### config.mk
export PLATFORM = sky130hd
export DESIGN_NAME = alu_req_master_flat
export DESIGN_NICKNAME = d
export VERILOG_FILES = /design/src/rtl/alu_master_pkg.sv /design/src/rtl/alu_req_master_if.sv /design/src/rtl/alu_sat_cnt.sv /design/src/rtl/alu_req_master.sv /design/src/flat_wrapper.sv
export SDC_FILE = /design/constraint.sdc
export NUM_CORES = 1
export LEC_CHECK = 0
export BUFFER_PORTS_ARGS = -buffer_cell sky130_fd_sc_hd__buf_2
export CORE_AREA = 2 2 115 117
export CTS_CLUSTER_SIZE = 25
export DETAILED_ROUTE_END_ITERATION = 8
export DIE_AREA = 0 0 117 119
export PLACE_DENSITY_LB_ADDON = 0.3
export SYNTH_ARGS = -nofsm -noshare
export SYNTH_HDL_FRONTEND = slang
export SYNTH_SLANG_ARGS = --single-unit
### constraint.sdc
create_clock -name clk -period 1.7 [get_ports clk]
set_clock_uncertainty 0.1 [all_clocks]
set_input_delay 0.425 -clock clk [delete_from_list [all_inputs] [get_ports clk]]
set_output_delay 0.425 -clock clk [all_outputs]
set_load 0.05 [all_outputs]
### src/rtl/alu_master_pkg.sv
// Shared types, constants and helpers for the ALU request master.
package alu_master_pkg;

    typedef enum logic [1:0] {
        ST_IDLE  = 2'd0,
        ST_ISSUE = 2'd1,
        ST_WAIT  = 2'd2,
        ST_RESP  = 2'd3
    } alu_mst_state_e;

    localparam int unsigned CMD_MUL_INC = 9;
    localparam int unsigned CMD_MUL_SHL = 10;

    localparam int unsigned FLG_ERR   = 0;
    localparam int unsigned FLG_E     = 1;
    localparam int unsigned FLG_L     = 2;
    localparam int unsigned FLG_G     = 3;
    localparam int unsigned FLG_COUT  = 4;
    localparam int unsigned FLG_OFLOW = 5;
    localparam int unsigned FLG_W     = 6;

    typedef struct packed {
        logic oflow;
        logic cout;
        logic g;
        logic l;
        logic e;
        logic err;
    } alu_flags_t;

    // Multiply commands only exist in arithmetic mode and take the longer latency.
    function automatic int unsigned cmd_latency(input logic        mode,
                                                input logic [31:0] cmd,
                                                input int unsigned lat,
                                                input int unsigned mul_lat);
        if (mode && ((cmd == 32'(CMD_MUL_INC)) || (cmd == 32'(CMD_MUL_SHL))))
            return mul_lat;
        return lat;
    endfunction

endpackage

### src/rtl/alu_req_master_if.sv
// Request/response channels between a request source and the ALU request master.
interface alu_req_master_if #(
    parameter int unsigned WIDTH     = 8,
    parameter int unsigned CMD_WIDTH = 4,
    parameter int unsigned TAG_WIDTH = 4
);
    import alu_master_pkg::*;

    logic                 req_valid;
    logic                 req_ready;
    logic [WIDTH-1:0]     req_opa;
    logic [WIDTH-1:0]     req_opb;
    logic [CMD_WIDTH-1:0] req_cmd;
    logic                 req_mode;
    logic                 req_cin;
    logic [1:0]           req_inp_valid;
    logic [TAG_WIDTH-1:0] req_tag;

    logic                 rsp_valid;
    logic                 rsp_ready;
    logic [WIDTH:0]       rsp_res;
    logic [FLG_W-1:0]     rsp_flags;
    logic [TAG_WIDTH-1:0] rsp_tag;

    modport master (
        output req_valid, req_opa, req_opb, req_cmd, req_mode, req_cin, req_inp_valid, req_tag,
        input  req_ready,
        input  rsp_valid, rsp_res, rsp_flags, rsp_tag,
        output rsp_ready
    );

    modport slave (
        input  req_valid, req_opa, req_opb, req_cmd, req_mode, req_cin, req_inp_valid, req_tag,
        output req_ready,
        output rsp_valid, rsp_res, rsp_flags, rsp_tag,
        input  rsp_ready
    );

endinterface

### src/rtl/alu_sat_cnt.sv
// Counter with increment enable that sticks at all-ones.
module alu_sat_cnt #(
    parameter int unsigned W = 16
) (
    input  logic         clk,
    input  logic         rst,
    input  logic         inc,
    output logic [W-1:0] count
);

    always_ff @(posedge clk or negedge rst) begin
        if (!rst)
            count <= '0;
        else if (inc && (count != '1))
            count <= count + W'(1);
    end

endmodule

### src/rtl/alu_req_master.sv
// Issues one ALU operation at a time from a valid/ready request channel and
// returns the captured result and flags on a tagged valid/ready response channel.
module alu_req_master
    import alu_master_pkg::*;
#(
    parameter int unsigned WIDTH     = 8,
    parameter int unsigned CMD_WIDTH = 4,
    parameter int unsigned TAG_WIDTH = 4,
    parameter int unsigned LAT       = 1,
    parameter int unsigned MUL_LAT   = 2
) (
    input  logic                 clk,
    input  logic                 rst,
    alu_req_master_if.slave      bus,
    output logic [WIDTH-1:0]     opa,
    output logic [WIDTH-1:0]     opb,
    output logic [CMD_WIDTH-1:0] cmd,
    output logic                 mode,
    output logic                 cin,
    output logic                 ce,
    output logic [1:0]           inp_valid,
    input  logic [WIDTH:0]       res,
    input  logic                 oflow,
    input  logic                 cout,
    input  logic                 g,
    input  logic                 l,
    input  logic                 e,
    input  logic                 err,
    output logic [15:0]          op_count,
    output logic [15:0]          err_count
);

    localparam int unsigned MAX_LAT = (LAT > MUL_LAT) ? LAT : MUL_LAT;
    localparam int unsigned CNT_W   = $clog2(MAX_LAT + 1);

    alu_mst_state_e       state_q, state_d;
    logic [CNT_W-1:0]     cnt_q;
    logic [TAG_WIDTH-1:0] tag_q;
    alu_flags_t           flags_c;

    logic accept_c, issue_c, capture_c, rsp_fire_c;

    // State register
    always_ff @(posedge clk or negedge rst) begin
        if (!rst)
            state_q <= ST_IDLE;
        else
            state_q <= state_d;
    end

    // Next-state logic
    always_comb begin
        state_d = state_q;
        unique case (state_q)
            ST_IDLE:  if (accept_c)   state_d = ST_ISSUE;
            ST_ISSUE:                 state_d = ST_WAIT;
            ST_WAIT:  if (capture_c)  state_d = ST_RESP;
            ST_RESP:  if (rsp_fire_c) state_d = ST_IDLE;
            default:                  state_d = ST_IDLE;
        endcase
    end

    // Per-state strobes that steer the output/datapath registers
    always_comb begin
        accept_c   = 1'b0;
        issue_c    = 1'b0;
        capture_c  = 1'b0;
        rsp_fire_c = 1'b0;
        unique case (state_q)
            ST_IDLE:  accept_c   = bus.req_valid && bus.req_ready;
            ST_ISSUE: issue_c    = 1'b1;
            ST_WAIT:  capture_c  = (cnt_q == CNT_W'(1));
            ST_RESP:  rsp_fire_c = bus.rsp_valid && bus.rsp_ready;
            default:  ;
        endcase
    end

    always_comb begin
        flags_c = '{oflow: oflow, cout: cout, g: g, l: l, e: e, err: err};
    end

    // ALU-side drive, latency count and response capture; ALU operands are held
    // from acceptance until the next accepted request so the core sees stable inputs.
    always_ff @(posedge clk or negedge rst) begin
        if (!rst) begin
            bus.req_ready <= 1'b0;
            opa           <= '0;
            opb           <= '0;
            cmd           <= '0;
            mode          <= 1'b0;
            cin           <= 1'b0;
            ce            <= 1'b0;
            inp_valid     <= 2'b00;
            cnt_q         <= '0;
            tag_q         <= '0;
            bus.rsp_valid <= 1'b0;
            bus.rsp_res   <= '0;
            bus.rsp_flags <= '0;
            bus.rsp_tag   <= '0;
        end else begin
            bus.req_ready <= (state_d == ST_IDLE);
            if (accept_c) begin
                opa       <= bus.req_opa;
                opb       <= bus.req_opb;
                cmd       <= bus.req_cmd;
                mode      <= bus.req_mode;
                cin       <= bus.req_cin;
                inp_valid <= bus.req_inp_valid;
                ce        <= 1'b1;
                tag_q     <= bus.req_tag;
            end
            if (issue_c) begin
                ce        <= 1'b0;
                inp_valid <= 2'b00;
                cnt_q     <= CNT_W'(cmd_latency(mode, 32'(cmd), LAT, MUL_LAT));
            end else if (state_q == ST_WAIT) begin
                cnt_q <= cnt_q - CNT_W'(1);
            end
            if (capture_c) begin
                bus.rsp_res   <= res;
                bus.rsp_flags <= flags_c;
                bus.rsp_tag   <= tag_q;
                bus.rsp_valid <= 1'b1;
            end
            if (rsp_fire_c)
                bus.rsp_valid <= 1'b0;
        end
    end

    alu_sat_cnt #(.W(16)) u_op_cnt (
        .clk   (clk),
        .rst   (rst),
        .inc   (rsp_fire_c),
        .count (op_count)
    );

    alu_sat_cnt #(.W(16)) u_err_cnt (
        .clk   (clk),
        .rst   (rst),
        .inc   (rsp_fire_c && bus.rsp_flags[FLG_ERR]),
        .count (err_count)
    );

endmodule

### src/flat_wrapper.sv
// flat-port wrapper written by rule: the top's interface ports become plain ports
module alu_req_master_flat import alu_master_pkg::*;
#(
    parameter int unsigned WIDTH     = 8,
    parameter int unsigned CMD_WIDTH = 4,
    parameter int unsigned TAG_WIDTH = 4,
    parameter int unsigned LAT       = 1,
    parameter int unsigned MUL_LAT   = 2
)
  (clk, rst, opa, opb, cmd, mode, cin, ce, inp_valid, res, oflow, cout, g, l, e, err, op_count, err_count, bus_req_valid, bus_req_opa, bus_req_opb, bus_req_cmd, bus_req_mode, bus_req_cin, bus_req_inp_valid, bus_req_tag, bus_req_ready, bus_rsp_valid, bus_rsp_res, bus_rsp_flags, bus_rsp_tag, bus_rsp_ready);
  alu_req_master_if #(.WIDTH(WIDTH), .CMD_WIDTH(CMD_WIDTH), .TAG_WIDTH(TAG_WIDTH)) bus_i ();
  input  logic clk;
  input  logic rst;
  output logic [WIDTH-1:0] opa;
  output logic [WIDTH-1:0] opb;
  output logic [CMD_WIDTH-1:0] cmd;
  output logic mode;
  output logic cin;
  output logic ce;
  output logic [1:0] inp_valid;
  input  logic [WIDTH:0] res;
  input  logic oflow;
  input  logic cout;
  input  logic g;
  input  logic l;
  input  logic e;
  input  logic err;
  output logic [15:0] op_count;
  output logic [15:0] err_count;
  input wire logic [$bits(bus_i.req_valid)-1:0] bus_req_valid;
  input wire logic [$bits(bus_i.req_opa)-1:0] bus_req_opa;
  input wire logic [$bits(bus_i.req_opb)-1:0] bus_req_opb;
  input wire logic [$bits(bus_i.req_cmd)-1:0] bus_req_cmd;
  input wire logic [$bits(bus_i.req_mode)-1:0] bus_req_mode;
  input wire logic [$bits(bus_i.req_cin)-1:0] bus_req_cin;
  input wire logic [$bits(bus_i.req_inp_valid)-1:0] bus_req_inp_valid;
  input wire logic [$bits(bus_i.req_tag)-1:0] bus_req_tag;
  output wire logic [$bits(bus_i.req_ready)-1:0] bus_req_ready;
  output wire logic [$bits(bus_i.rsp_valid)-1:0] bus_rsp_valid;
  output wire logic [$bits(bus_i.rsp_res)-1:0] bus_rsp_res;
  output wire logic [$bits(bus_i.rsp_flags)-1:0] bus_rsp_flags;
  output wire logic [$bits(bus_i.rsp_tag)-1:0] bus_rsp_tag;
  input wire logic [$bits(bus_i.rsp_ready)-1:0] bus_rsp_ready;
  assign bus_i.req_valid = bus_req_valid;
  assign bus_i.req_opa = bus_req_opa;
  assign bus_i.req_opb = bus_req_opb;
  assign bus_i.req_cmd = bus_req_cmd;
  assign bus_i.req_mode = bus_req_mode;
  assign bus_i.req_cin = bus_req_cin;
  assign bus_i.req_inp_valid = bus_req_inp_valid;
  assign bus_i.req_tag = bus_req_tag;
  assign bus_req_ready = bus_i.req_ready;
  assign bus_rsp_valid = bus_i.rsp_valid;
  assign bus_rsp_res = bus_i.rsp_res;
  assign bus_rsp_flags = bus_i.rsp_flags;
  assign bus_rsp_tag = bus_i.rsp_tag;
  assign bus_i.rsp_ready = bus_rsp_ready;
  alu_req_master #(.WIDTH(WIDTH), .CMD_WIDTH(CMD_WIDTH), .TAG_WIDTH(TAG_WIDTH), .LAT(LAT), .MUL_LAT(MUL_LAT)) u_core (.clk(clk), .rst(rst), .bus(bus_i), .opa(opa), .opb(opb), .cmd(cmd), .mode(mode), .cin(cin), .ce(ce), .inp_valid(inp_valid), .res(res), .oflow(oflow), .cout(cout), .g(g), .l(l), .e(e), .err(err), .op_count(op_count), .err_count(err_count));
endmodule
-- Word level (Yosys, flattened, before mapping)
Index checks and enable logic that the tools add are counted.
- flip-flop bits (word level): 86
- input bits: 47
- output and inout bits: 78
- word-level logic and storage cells: 60
- add/subtract/negate cells: 3
- equal/unequal tests: 8
- multiplexer cells: 20
- reduce and logical (&&, ||, !) cells: 12
- operator list (kind ; count):
    16-bit by 1-bit adder with 16-bit output (second input constant) ; 2
    16-bit inequality test (second input constant) ; 2
    2-bit 2-to-1 mux ; 9
    1-bit 2-to-1 mux ; 10
    4-bit == test (second input constant) ; 2
    2-bit one-hot mux with 4 select lines ; 1
    1-bit logical AND ; 6
    2-bit nonzero test ; 3
    2-bit by 1-bit == test with 1-bit output (second input constant) ; 2
    2-bit == test (second input constant) ; 2
    2-bit zero test ; 2
    2-bit by 1-bit subtractor with 2-bit output (second input constant) ; 1
    1-bit logical OR ; 1

-- Logic depth before layout (Yosys ltp)
- depth after elaboration: 7
- gate-level depth with buffers: 6
- depth with buffers taken out: 6

-- Cells and area by module
Synthesis repeated with hierarchy kept, for this count alone.
- cell total of the unflattened synthesis: 294
- area, all modules: 4068.9 um^2
- modules (own cells, without submodules) (module ; times used ; cells each ; area an instance (um^2) ; seq. area each (um^2)):
    alu_req_master ; 1 ; 145 ; 2324.7 ; 1351.3
    alu_sat_cnt (u_core.u_err_cnt) ; 1 ; 77 ; 884.6 ; 400.4
    alu_sat_cnt (u_core.u_op_cnt) ; 1 ; 72 ; 859.6 ; 400.4

-- Worst setup path before layout
Ideal clock, no wire load.
- path type: reg-to-reg
- start point: register u_core.u_op_cnt.count[0]
- end point: register u_core.u_op_cnt.count[9]
- library setup time: 0.146 ns
- arrival: 1.977 ns
- required time: 1.454 ns
- slack: -0.523 ns
- stages on the path, launching flop included: 7
- buffers on the path: 1
- clock period less this slack: 2.223 ns
- path through: dfrtp_1 > ha_1 > nand4_1 > nor4_2 > buf_2 > nor4_1 > xor2_1
- word-level cells in the longest chain between the ends: 2
- elaborated cells between the ends (all ways): 3
- those cells by class: 1 x add/sub; 1 x eq/ne; 1 x reduce/logical
- ends and longest elaborated chain (element ; RTL line ; source):
    start: declaration ; alu_sat_cnt.sv:8 ; output logic [W-1:0] count
    start signal: assignment ; alu_sat_cnt.sv:15 ; count <= count + W'(1);
    branches (longest 2 deep; another with 16-bit by 1-bit adder with 16-bit output) ; n/a ;
Parallel ways; which one is timed is not known.
A chain may end at the register's enable or synchronous reset.

-- Final worst setup path
- start point: register u_core.u_op_cnt.count[0]
- end point: register u_core.u_op_cnt.count[1]
Same word-level chain as after synthesis.

==> results by group <==
Yosys
  – Post-Synthesis Cells: 283
  – #FFs+latches synth: 86
  – Top FF cell, synth: dfrtp_1
  – Synth warn: 0
  – Async S/R FF share, synth: 1.00
  – Syn_nets: 337
  – Top-area cell type share of the netlist area: 0.581
  – Syn Std Cell Area: 3700 um^2
  – Post-synthesis cell type count: 36
  – Synth area leaders: dfrtp_1 (58%), mux2_2 (15%), xor2_1 (6.2%), ha_1 (2.4%), nand3_1 (1.6%)
  – Register area share after synthesis: 0.581
  – Leading area contributor after synthesis: dfrtp_1
  – EDFF count, synth: 0
  – Average cell area after synthesis: 13.1 um^2

STA
  – Final Hold Vio Count: 0
  – WHS: 0.211 ns
  – Period utilization: 1.05
  – Fin. max-slew vios: 0
  – FMAX: 0.559 GHz
  – Final min period: 1.79 ns
  – RSZ-0062 raised after global routing: true
  – Worst slew pin tran: 0.470 ns
  – Setup-failing EPs final: 17
  – Setup WS post-layout: -0.0889 ns
  – Relative slew slack: 0.684

Layout
  – Fin nets: 529
  – Cell area after layout: roughly 5700 um^2
  – Commonest cells after routing, fill and taps aside: buf_2 (121), buf_4 (52), dfrtp_1 (52), mux2_2 (48), dfrtp_2 (34)
  – Area grow syn2layout: 54.4%
  – Ratio of cells with drive above 1 in the final layout: 0.678
  – # diodes: 0
  – Commonest non-fill, non-tap cell in the layout: buf_2

Setup path
  – Worst setup SP type: register
  – Worst Path Required: ~1.8 ns
  – CP delay by family, top: simple AND/OR/NAND/NOR gates
  – CP Capture Type: register
  – Worst EP arrival: 1.91 ns
  – Critical path fanouts, max: 6
  – Crit path cell chain: ha_4 > nand4_1 > nor4_4 > buf_6 > nor2_2 > mux2_2
  – Slowest stage cell, crit path: dfrtp_2
  – CP bufs+invs: 1
  – CP peak stage delay: around 0.40 ns
  – Crit Path Class: register to register

Pwr
  – Combinational Power Share: 0.474
  – Clock share of power: 0.199
  – PwrDens: approximately 1700 nW/um^2
  – Sequential share of power: 0.327
  – Net Sw Frac: 0.441
  – Internal power: 5.45 mW
  – Peak supply drop: 0.000967 V
  – Leak: 2.76 nW
  – Switching Power: 4.30 mW

Global routing
  – Met2 Use GR: 0.204
  – First-pass GRT wire length: 14.0 mm
  – GRT Util Overall: 0.130
  – Routing usage on met3: 0.0372
  – GRT Max-Usage Layer: met2
  – Met1 GRT Util: 0.162
  – Grt total ovfl: 0
  – Vias in the first global route: roughly 3000
  – Initial antenna violation count: 0
  – Largest net degree at the start of global routing: 29

Placed design
  – GPL Wtd Cong: 0.838
  – Buffers on Ports: 124
  – Post-DP HPWL: 6.39 mm
  – Post-DP Area: between 5000 and 6000 um^2

Route
  – # DRC: 0
  – DRT antenna net count: 0
  – Avg WL per Cell: 13.7 um
  – Starting DRC count in detailed routing: 82
  – DR vias: 2930
  – Final WL: ~9 mm
  – 1st-pass router iterations: 4
  – Vias per inst: approximately 4.5

CTS
  – Clock slew at reported path FFs: 0.06 ns
  – CTS buffer count: 9
  – Clk_lat worst skew: approximately 0.34 ns
  – H-tree Lvls: 3
  – Clock Tree Buf Depth: 2
  – Num Clock Sinks: 86
  – Root buf cell: clkbuf_16
  – CTS tree: done

Floorplan
  – CORE AREA: 12900 um^2
  – Die Area: 13900 um^2
  – Die span in y: 119 um
  – Die Width: 117 um
  – IO Pins: 125
  – Row cnt: 42
  – Initial core utilization: 0.287

Run status
  – Outcome: complete, but fails checks
  – Failing checks: setup timing

Flow run
  – Max-Cap Viols: 0

Min path
  – Min-Delay Path Class: primary input to register
-- state kept, by name, summed over array words and instances, names as in the netlist, 4 cells and up --
signal,flops
u_core.bus.rsp_flags,6
u_core.cmd,4
u_core.bus.rsp_res,9
u_core.opb,8
u_core.bus.rsp_tag,4
u_core.tag_q,4
u_core.opa,8
u_core.u_op_cnt.count,16
u_core.u_err_cnt.count,16
-- routing by layer --
layer / part of all wire / wire (um)
met5: 0 / 0
met2: 0.49 / 4390
met3: 0.055 / 494
met1: 0.43 / 3880
met4: 0.022 / 194
-- worst reg2reg max path, stage by stage, from the launching register on --
cell	delay [ns]
dfrtp_2	0.40
ha_4	0.13
nand4_1	0.22
nor4_4	0.35
buf_6	0.17
nor2_2	0.05
mux2_2	0.26
-- power groups by stage --
stage	clock (mW)	combinational, mW	sequential [mW]
finish	1.94	4.62	3.19
global route	2.09	4.91	3.30
CTS	2.02	4.58	3.20
detailed placement	0	4.57	3.23
global placement	0	4.51	3.18
floorplan	0	1.17	5.34
-- layout make-up --
cell class | instances | area (um^2)
Clock inverter | 2 | 35.0
Clock buffer | 12 | 246
Inverter | 6 | 22.5
Fill cell | 1202 | 7160
Sequential cell | 86 | 2190
Multi-Input combinational cell | 183 | 1780
Timing Repair Buffer | 189 | 1220
Tap cell | 176 | 220
-- path summary, 6_finish.rpt --
| kind | startpoint | end | depth (start not counted) | slack [ns] |
|---|---|---|---|---|
| worst max-delay path | u_core.u_op_cnt.count[0] | u_core.u_op_cnt.count[1] | 6 | -0.09 |
| worst min-delay path | cout | u_core.bus.rsp_flags[4] | 2 | 0.21 |
| worst max register to register | u_core.u_op_cnt.count[0] | u_core.u_op_cnt.count[1] | 6 | -0.09 |
| worst min register to register | u_core.opa[6] | u_core.opa[6] | 1 | 0.40 |
| max in group asynchronous | rst | u_core.bus.rsp_tag[1] | 3 | 0.54 |
| min in group asynchronous | rst | u_core.u_err_cnt.count[15] | 2 | 0.44 |
-- per-stage QoR --
| stage | cells | utilization | TNS (ns) | setup slack, ns | power [mW] |
|---|---|---|---|---|---|
| floorplan | 283 | - | -3.00 | -0.203 | 6.51 |
| global placement | 627 | 0.397 | -0.114 | -0.0337 | 7.69 |
| detailed placement | 627 | 0.397 | -0.629 | -0.0517 | 7.79 |
| CTS | 645 | 0.423 | -0.607 | -0.0466 | 9.80 |
| global route | 654 | 0.444 | -2.95 | -0.157 | 10.3 |
| finish | 654 | 0.444 | -1.05 | -0.0889 | 9.76 |
-- cells in the mapped netlist (all sizes together) (2+ instances only) --
library cell	instances
a21oi	6
and3	3
and4	2
buf	4
clkbuf	4
dfrtp	86
ha	7
inv	6
mux2	48
mux2i	2
nand2	12
nand3	13
nand4	9
nand4b	2
nor2	12
nor3	9
nor3b	3
nor4	10
nor4b	3
o21a	2
or2	2
xnor2	3
xor2	26
-- kinds of logic (layout without fill, tap and decap cells) --
kind of cell / Yosys count / count (layout) / synth area share
AOI/OAI and AO/OA: 14 / 14 / 0.0240
xor gates and xnor gates: 29 / 29 / 0.0686
adders and majority gates: 7 / 7 / 0.0237
buffers and inverters: 14 / 209 / 0.0145
DFF: 86 / 86 / 0.581
muxes: 50 / 50 / 0.151
and+or+nand+nor: 83 / 83 / 0.136
-- what timing repair did --
item,CTS,global route
setup buffers,3,8
setup endpoints to repair,24,77
endpoints found under the hold margin,16,0
cloned,0,1
pin swaps,3,10
hold buffers,1,0
gates resized for setup,7,35
(Power assumes the default switching activity.)
